**src/rtl/tlc_phase_scheduler.sv**
```systemverilog
// Traffic-light phase scheduler: main road rests in green, side-road and
// pedestrian requests are latched and served in round-robin order.
module tlc_phase_scheduler #(
    parameter int MIN_GREEN  = 10,
    parameter int MAX_GREEN  = 40,
    parameter int SR_MIN     = 5,
    parameter int SR_MAX     = 20,
    parameter int YELLOW_T   = 3,
    parameter int ALLRED_T   = 2,
    parameter int PED_T      = 8,
    parameter int CAR_THRESH = 20
) (
    input  logic       clk,
    input  logic       rst,
    input  logic [7:0] MR_cars,
    input  logic       SR_req,
    input  logic       PED_req,
    output logic [2:0] MR_ctl,
    output logic [2:0] SR_ctl,
    output logic       PED_walk,
    output logic [2:0] phase
);

    typedef enum logic [2:0] {
        S_MR_G = 3'd0,
        S_MR_Y = 3'd1,
        S_AR_X = 3'd2,
        S_SR_G = 3'd3,
        S_SR_Y = 3'd4,
        S_PED  = 3'd5,
        S_AR_M = 3'd6,
        S_BAD  = 3'd7
    } state_t;

    // Last timer value of each timed state (a state of length T ends at T-1).
    localparam logic [7:0] MG_LAST    = 8'(MIN_GREEN - 1);
    localparam logic [7:0] MX_LAST    = 8'(MAX_GREEN - 1);
    localparam logic [7:0] SRMIN_LAST = 8'(SR_MIN - 1);
    localparam logic [7:0] SRMAX_LAST = 8'(SR_MAX - 1);
    localparam logic [7:0] Y_LAST     = 8'(YELLOW_T - 1);
    localparam logic [7:0] AR_LAST    = 8'(ALLRED_T - 1);
    localparam logic [7:0] PED_LAST   = 8'(PED_T - 1);
    localparam logic [8:0] CAR_TH     = 9'(CAR_THRESH);

    state_t     state;
    state_t     state_nxt;
    logic [7:0] timer;
    logic       sr_pend;
    logic       ped_pend;
    logic       rr;
    logic       cars_low;
    logic       any_pend;
    logic       enter_sr;
    logic       enter_ped;
    logic [6:0] lamps_nxt;

    // Packs {MR_ctl, SR_ctl, PED_walk} for a given state.
    function automatic logic [6:0] lamp_decode(input state_t s);
        logic [6:0] l;
        l = {3'b100, 3'b100, 1'b0};
        case (s)
            S_MR_G:  l = {3'b001, 3'b100, 1'b0};
            S_MR_Y:  l = {3'b010, 3'b100, 1'b0};
            S_SR_G:  l = {3'b100, 3'b001, 1'b0};
            S_SR_Y:  l = {3'b100, 3'b010, 1'b0};
            S_PED:   l = {3'b100, 3'b100, 1'b1};
            default: l = {3'b100, 3'b100, 1'b0};
        endcase
        return l;
    endfunction

    assign cars_low  = ({1'b0, MR_cars} < CAR_TH);
    assign any_pend  = sr_pend | ped_pend;
    assign enter_sr  = (state_nxt == S_SR_G) && (state != S_SR_G);
    assign enter_ped = (state_nxt == S_PED) && (state != S_PED);
    assign lamps_nxt = lamp_decode(state_nxt);
    assign phase     = state;

    always_comb begin
        state_nxt = state;
        case (state)
            S_MR_G: begin
                if (any_pend && (((timer >= MG_LAST) && cars_low) || (timer == MX_LAST)))
                    state_nxt = S_MR_Y;
            end
            S_MR_Y: begin
                if (timer == Y_LAST)
                    state_nxt = S_AR_X;
            end
            S_AR_X: begin
                if (timer == AR_LAST) begin
                    // With both pending, rr names the one served last time.
                    if (ped_pend && (!sr_pend || !rr))
                        state_nxt = S_PED;
                    else if (sr_pend)
                        state_nxt = S_SR_G;
                    else
                        state_nxt = S_AR_M;
                end
            end
            S_SR_G: begin
                if (((timer >= SRMIN_LAST) && !SR_req) || (timer == SRMAX_LAST))
                    state_nxt = S_SR_Y;
            end
            S_SR_Y: begin
                if (timer == Y_LAST)
                    state_nxt = S_AR_M;
            end
            S_PED: begin
                if (timer == PED_LAST)
                    state_nxt = S_AR_M;
            end
            S_AR_M: begin
                if (timer == AR_LAST)
                    state_nxt = S_MR_G;
            end
            default: state_nxt = S_MR_G;
        endcase
    end

    always_ff @(posedge clk) begin
        if (rst) begin
            state    <= S_MR_G;
            timer    <= 8'd0;
            sr_pend  <= 1'b0;
            ped_pend <= 1'b0;
            rr       <= 1'b0;
            MR_ctl   <= 3'b001;
            SR_ctl   <= 3'b100;
            PED_walk <= 1'b0;
        end else begin
            state <= state_nxt;
            if (state_nxt != state)
                timer <= 8'd0;
            else if (timer != 8'hFF)
                timer <= timer + 8'd1;

            sr_pend <= enter_sr ? 1'b0 : (sr_pend | SR_req);
            // Button presses while walking are absorbed by the walk itself.
            ped_pend <= (enter_ped || (state == S_PED)) ? 1'b0 : (ped_pend | PED_req);

            if (enter_ped)
                rr <= 1'b1;
            else if (enter_sr)
                rr <= 1'b0;

            MR_ctl   <= lamps_nxt[6:4];
            SR_ctl   <= lamps_nxt[3:1];
            PED_walk <= lamps_nxt[0];
        end
    end

endmodule

```
**config.mk**
```make
export PLATFORM = sky130hd
export DESIGN_NAME = tlc_phase_scheduler
export DESIGN_NICKNAME = d
export VERILOG_FILES = /design/src/rtl/tlc_phase_scheduler.sv
export SDC_FILE = /design/constraint.sdc
export NUM_CORES = 1
export LEC_CHECK = 0
export CELL_PAD_IN_SITES_DETAIL_PLACEMENT = 0
export CELL_PAD_IN_SITES_GLOBAL_PLACEMENT = 1
export CORE_ASPECT_RATIO = 1.1
export CORE_UTILIZATION = 42
export CTS_BUF_LIST = sky130_fd_sc_hd__clkbuf_16
export DETAILED_ROUTE_END_ITERATION = 6
export PLACE_DENSITY = 0.84
export SYNTH_ARGS = -nofsm -noshare
export SYNTH_HDL_FRONTEND = slang
export SYNTH_SLANG_ARGS = --single-unit
```
**constraint.sdc**
```tcl
create_clock -name clk -period 3.9 [get_ports clk]
set_input_delay 0.78 -clock clk [delete_from_list [all_inputs] [get_ports clk]]
set_output_delay 0.78 -clock clk [all_outputs]
set_load 0.03 [all_outputs]
```
# After elaboration in Yosys (flattened, before gate mapping)
# Cells that the tools add are included.
# W data, S select, Z words.
[word_totals]
ff_bits = 21
in_bits = 12
out_inout_bits = 10
[op_classes]
add_sub_neg = 1
magnitude_cmp = 3
eq_ne = 19
n_mux = 13
n_bitwise = 3
n_reduce_logical = 19
[op_table]
columns = ["operator", "n"]
rows = [
  ["$pmux W7 S5", 1],
  ["$mux W3", 9],
  ["$pmux W3 S7", 1],
  ["$eq A3 B3 Y1 const B", 5],
  ["$eq A3 B2 Y1 const B", 3],
  ["$add A8 B1 Y8 const B", 1],
  ["$eq A8 B1 Y1 const B", 1],
  ["$eq A8 B2 Y1 const B", 1],
  ["$eq A8 B3 Y1 const B", 1],
  ["$eq A8 B5 Y1 const B", 1],
  ["$eq A8 B6 Y1 const B", 1],
  ["$ge A8 B3 Y1 const B", 1],
  ["$ge A8 B4 Y1 const B", 1],
  ["$lt A8 B5 Y1 const B", 1],
  ["$ne A8 B8 Y1 const B", 1],
  ["$eq A3 B1 Y1 const B", 2],
  ["$logic_and A1 B1 Y1", 6],
  ["$logic_not A3 Y1", 2],
  ["$reduce_or A2 Y1", 3],
  ["$logic_or A1 B1 Y1", 4],
  ["$logic_not A1 Y1", 3],
  ["$ne A3 B2 Y1 const B", 1],
  ["$ne A3 B3 Y1", 1],
  ["$ne A3 B3 Y1 const B", 1],
  ["other kinds (3)", 6],
]

# Depth between registers and ports, before layout
# Gate-level depths: netlist of the first run.
[logic_depth]
depth_word = 10
mapped_depth = 8

# Worst setup path after synthesis of the first run
# Ideal clock, no wire load.
[synth_path]
path_type = "register to register"
from = "reg state[1] (netlist: phase[1])"
to = "reg timer[4]"
t_arrival_ns = 2.180
setup_slack_ns = 1.620
path_stages_with_launch = 8
cell_sequence = "dfxtp_1 -> clkbuf_1 -> nor2_1 -> nand4_1 -> a21oi_2 -> or4_4 -> mux2_4 -> a2111oi_4"
[synth_via]
elab_chain_cells = 4
elab_cells_between_ends = 17
classes_between = "eq/ne: 7; mux: 8; reduce/logical: 2"
[synth_rtl]
columns = ["element", "line_no", "rtl"]
rows = [
  ["from (decl)", "45", "state_t state;"],
  ["from (signal assigned)", "132", "state <= state_nxt;"],
  ["$eq A3 B3 Y1 (tied with other cells)", "81", "case (state)"],
  ["$pmux W3 S7", "81", ""],
  ["$ne A3 B3 Y1 *", "133", "if (state_nxt != state)"],
  ["$reduce_or A2 Y1 (no source line) *", "n/a", ""],
  ["to (signal assigned)", "136", "timer <= timer + 8'd1;"],
  ["to (decl)", "47", "logic [7:0] timer;"],
]
# Mark *: on every way between the ends. The rest lies on a longest branch, timed or not.
# A chain may end at the register's enable or synchronous reset.

# Worst setup path in the final report of the first run
[layout_path]
from = "in MR_cars[2]"
to = "reg timer[4]"
[layout_via]
elab_chain_cells = 8
[layout_rtl]
columns = ["element", "line_no", "rtl"]
rows = [
  ["from (decl)", "15", "input logic [7:0] MR_cars,"],
  ["$lt A8 B5 Y1", "72", "assign cars_low = ({1'b0, MR_cars} < CAR_TH);"],
  ["$logic_and A1 B1 Y1", "83", "if (any_pend && (((timer >= MG_LAST) && cars_low) || (timer == MX_LAST)))"],
  ["$logic_or A1 B1 Y1", "83", ""],
  ["$logic_and A1 B1 Y1", "83", ""],
  ["$mux W3", "83", ""],
  ["$pmux W3 S7", "81", ""],
  ["$ne A3 B3 Y1", "133", ""],
  ["$reduce_or A2 Y1 (no source line)", "n/a", ""],
]
# Every way passes these cells.

==> results.cfg, run 1 <==
[route]
drt-wirelength-per-cell_um = 14.37
wl_met2_um = 1229
viasPerCell = 5.705
drt_iter0_markers = 22
first_pass_iters = 4
vias = 1084
ant_nets = 0
wl_met3_um = 108
drc = 0
wirelength_um = 2730
top_layer_used = met4
drt-met1-wl_um = 1354

[cts]
cts_max_level = 1
cts_setup_buffers = 0
clk_latency_ns = 0.26
numCtsBuffers = 3
cts_buffer_depth = 2
cts_root_buffer = clkbuf_16
clkSinkCount = 21
clk_pin_slew_ns = 0.06
hold_buffers = 0
cts_resized = 0
cts_tree = done

[synth]
yosys.area.top_type_share_pct = 33.10
synth-async-reset-ratio_pct = 0
synthMostInstantiatedCell = dfxtp_1
synth.distinct_cells = 48
yosys_warnings = 0
synth.cell_area_um2 = 1270
synth_commonest_cells = 21 x dfxtp_1, 16 x nor2_1, 8 x nor3_1
ys_seq_elements = 21
avgSynthCellArea_um2 = 9.136
synth-edff-count = 0
yosysTopAreaCell = dfxtp_1
yosys-top-cells-area = dfxtp_1 33%, ha_1 4.9%, nor2_1 4.7%
yosysSeqAreaShare_pct = 33.10
ys_dominant_reg_cell = dfxtp_1
synth_nets = 156
synthCells = 139

[floorplan]
initial_utilization_pct = 44.91
ios = 22
rows = 20
die_w_um = 54.43
die_area_um2 = 3248
die_h_um = 59.67
core_um2 = 2828

[worst_setup_path]
cp_slowest_cell = or4_4
r2r_end = timer[4]
crit_start = MR_cars[2]
crit_fanout = 8
cp-start-kind = input pin
crit_chain = clkdlybuf4s50_1, o21ai_0, nand4_1, a31oi_1, or4_4, mux2_4, a2111oi_4
critPathRequiredTime_ns = 4.06
setup.worst_path.class = input pin to flop
crit_end = timer[4]
timing.rr.start = timer[1]
r2r_cells = 7
slowest_delay_ns = 0.56
cp.arrival_ns = 2.68
endpoint_kind = flop
r2r_setup_slack_ns = 1.43

[sta]
worstMarginPinSlew_ns = 0.5155
finalSetupTns_ns = 0
max_slew_margin_pct = 65.35
fin_skew_ns = 0.0008961
hold_viol_final = 0
period_needed_ns = 2.520
finalMaxSlewViolations = 0
fin_hold_ws_ns = 0.5058
clock.fmax_mhz = 396.9
fin_crit_sh_pct = 64.61
rsz0062_at_grt = no
setup_viol_count_final = 0

[power]
leakagePower_nw = 0.5690
pwr_density_cell_nw_per_um2 = 320.4
vdd_ir_drop_max_mv = 0.2708
p_total_uw = 496.3

[placement]
place.gp.congestion = 0.8137
portBuffers = 19
hpwl_um = 1951
placed_area_um2 = 1466

[global_route]
overflow = 0
grt_pass1_vias = 969
track_usage_pct = 18.70
grt_pass1_wl_um = 4388
antenna_found_initial = 0
grt_max_degree = 14

[hold_path]
hp-class = flop to flop

[status]
status = completed

[finish]
nets = 175
syn2layout_area_growth_pct = 21.97
antennaDiodeCount = 0
postLayoutCellArea_um2 = 1549
utilization_pct = 54.78
drive_gt1_share_pct = 14.01
nFillCells = 257

[job]
cap_violations = 0
cell families after synthesis:
family          count (synthesis)  share of synthesized area (%)
compound gates                 32                          20.40
flops                          21                          33.10
fa+ha+maj                       5                          4.926
mux                             2                          1.970
buf+inv                        10                          4.236
xor+xnor                        2                          1.380
simple gates                   67                          33.99
final cells by class:
| type | instances | area, µm² | area share [%] |
|---|---|---|---|
| multi-input cells | 108 | 795.8 | 51.37 |
| flip-flops and latches | 21 | 420.4 | 27.14 |
| repair buffers | 19 | 190.2 | 12.28 |
| clock buffers | 3 | 75.07 | 4.847 |
| well taps | 33 | 41.29 | 2.666 |
| inverters | 5 | 18.77 | 1.212 |
| clock inverters | 1 | 7.507 | 0.4847 |
worst max-delay path: cells and delay by family:
| family | cells | cell delay (ns) |
|---|---|---|
| buf+inv | 1 | 0.45 |
| simple gates | 2 | 0.66 |
| mux | 1 | 0.35 |
| compound gates | 3 | 0.42 |
stage by stage:
step	setup slack [ns]	std cells
6_report	1.380	190
5_1_grt	1.222	190
4_1_cts	1.367	190
3_5_place_dp	1.110	186
3_3_place_gp	1.125	186
2_1_floorplan	1.620	139
layer usage:
| layer | vias to the layer above | GRT usage (%) |
|---|---|---|
| met5 | - | 0 |
| met4 | 0 | 6.593 |
| met3 | 4 | 3.817 |
| met2 | 15 | 28.57 |
| met1 | 518 | 25.70 |
| li1 | 547 | - |
placed cells by master, fill, tap and decap left out, drive strengths merged, types with 3 or more instances in the layout:
cell type and n:
o21ai 6, a31oi 3, clkdlybuf4s50 19, inv 5, nand3 6, nand2 6
ha 5, nor2 16, nand4 3, nand2b 3, and3 3, nor3 12
dfxtp 21, nor4 4, clkbuf 3, a21oi 8, a21o 4
where the power goes:
group	internal (mW)	switching [mW]	total, mW
combinational	0.0223	0.0228	0.0452
clock	0.139	0.0858	0.225
sequential	0.219	0.00693	0.226
total	0.381	0.116	0.496
registers in the layout (all words and copies together) (netlist names):
name / flops
phase: 3
sr_pend: 1
timer: 8
rr: 1
PED_walk: 1
MR_ctl: 3
ped_pend: 1
SR_ctl: 3
worst min path at each step:
stage               from  to  slack [ns]  cells after the start
global placement      rr  rr        0.49                      2
finish                rr  rr        0.51                      2
CTS                   rr  rr        0.51                      2
detailed placement    rr  rr        0.50                      2
global route          rr  rr        0.54                      2
floorplan             rr  rr        0.46                      2
(Power assumes the default switching activity.)
==> run 2: changes to the inputs <==
CORE_UTILIZATION = 39   (was 42)
PLACE_DENSITY = 0.79   (was 0.84)
clock period = 2.42 ns   (was 3.9 ns; I/O delays follow)
==> run 2 against run 1 <==
Compared with the run above:
- register-to-register slack got worse by 1.3 ns
- cell area rose by 6.3%
- setup slack lost 1.3 ns
- count of clock-buffer cells in the layout unchanged
- critical endpoint unchanged
- largest power group unchanged
==> results.cfg, run 2 (synthesis gave the netlist of run 1 again) <==
[placement]
place.gp.congestion = 0.8151
hpwl_um = 2142
portBuffers = 19

[worst_setup_path]
cp-start-kind = flop
slowest_delay_ns = 0.51
cp.arrival_ns = 2.48
setup.worst_path.class = flop to flop
endpoint_kind = flop
crit_chain = nor4_2, a31oi_1, or4_4, mux2_4, a2111oi_4
critPathRequiredTime_ns = 2.58
cp_slowest_cell = or4_4
crit_fanout = 8

[finish]
nets = 186
drive_gt1_share_pct = 21.43
antennaDiodeCount = 0
regMostFlops = timer
largest_reg_flops = 8
nFillCells = 299
syn2layout_area_growth_pct = 29.66
final_cell_mix = 19 x dfxtp_1, 19 x clkdlybuf4s50_1, 16 x nor2_1, 11 x buf_4, 8 x nor3_1

[floorplan]
die_h_um = 61.85
die_area_um2 = 3489
ios = 22
die_w_um = 56.41
initial_utilization_pct = 41.31
rows = 21
core_um2 = 3074

[cts]
clk_latency_ns = 0.25
cts_setup_buffers = 0
cts_buffer_depth = 2
numCtsBuffers = 3
cts_tree = done
clk_pin_slew_ns = 0.06
cts_root_buffer = clkbuf_16
clkSinkCount = 21
hold_buffers = 0
cts_max_level = 1
cts_resized = 0

[route]
drt-wirelength-per-cell_um = 13.79
ant_nets = 0
drc = 0
first_pass_iters = 4
drt_iter0_markers = 19
vias = 1128
wirelength_um = 2785
viasPerCell = 5.584

[sta]
clock.fmax_mhz = 431.4
fin_hold_ws_ns = 0.5290
hold_viol_final = 0
worstMarginPinSlew_ns = 0.4543
fin_crit_sh_pct = 95.78
setup_viol_count_final = 0
finalMaxSlewViolations = 0
rsz0062_at_grt = no
period_needed_ns = 2.318
max_slew_margin_pct = 69.46
fin_skew_ns = 0.002062
finalSetupTns_ns = 0

[global_route]
grt_use_met3_pct = 1.863
grt_pass1_wl_um = 4802
antenna_found_initial = 0
grt_pass1_vias = 1054
grt_max_degree = 13
grt.met1_usage_pct = 20.43
grtUsageMet2_pct = 35.54
overflow = 0
track_usage_pct = 18.05
grt_busiest_layer = met2

[power]
leakagePower_nw = 0.6279
pwr_density_cell_nw_per_um2 = 485.6
p_total_uw = 799.5
vdd_ir_drop_max_mv = 0.3491

[job]
cap_violations = 0

[hold_path]
hp-class = flop to flop

[status]
status = completed
run 2: layer usage:
metal | wire length, µm | up-vias
met5 | 0 | -
met2 | 1489 | 27
met1 | 1164 | 523
met4 | 41 | 0
li1 | - | 573
met3 | 89 | 5
run 2: area by class of cell:
type                    instances  area, µm²  area share [%]
clock buffers                   3      75.07           4.559
clock inverters                 1      5.005          0.3040
inverters                       5      18.77           1.140
multi-input cells             108      809.5           49.16
flip-flops and latches         21      422.9           25.68
well taps                      34      42.54           2.584
repair buffers                 30      272.8           16.57
run 2: path summary, 6_finish.rpt:
check             startpoint        to  slack [ns]  depth (start not counted)
setup / recovery    timer[7]  timer[4]        0.10                          5
hold / removal            rr        rr        0.53                          2
setup reg to reg    timer[7]  timer[4]        0.10                          5
hold reg to reg           rr        rr        0.53                          2
run 2: per-stage QoR:
| step | std cells | util (%) | worst slack (ns) | instance area, µm² |
|---|---|---|---|---|
| 2_1_floorplan | 139 | - | 0.1402 | 1270 |
| 5_1_grt | 202 | 53.56 | 0.007574 | 1647 |
| 3_5_place_dp | 198 | 50.43 | -0.03117 | 1550 |
| 4_1_cts | 202 | 53.03 | 0.07797 | 1630 |
| 6_report | 202 | 53.56 | 0.1022 | 1647 |
| 3_3_place_gp | 198 | 50.43 | -0.01589 | 1550 |
run 2: power breakdown:
part | switching [mW] | internal [mW]
Sequential | 0.00939 | 0.355
Combinational | 0.0405 | 0.0431
Clock | 0.130 | 0.222
Total | 0.180 | 0.620
run 2: worst max-delay path: cells and delay by family (launching register included):
kind | cells | cell delay (ns)
AOI/OAI and AO/OA | 2 | 0.49
DFF | 1 | 0.37
muxes | 1 | 0.36
and+or+nand+nor | 2 | 1.00
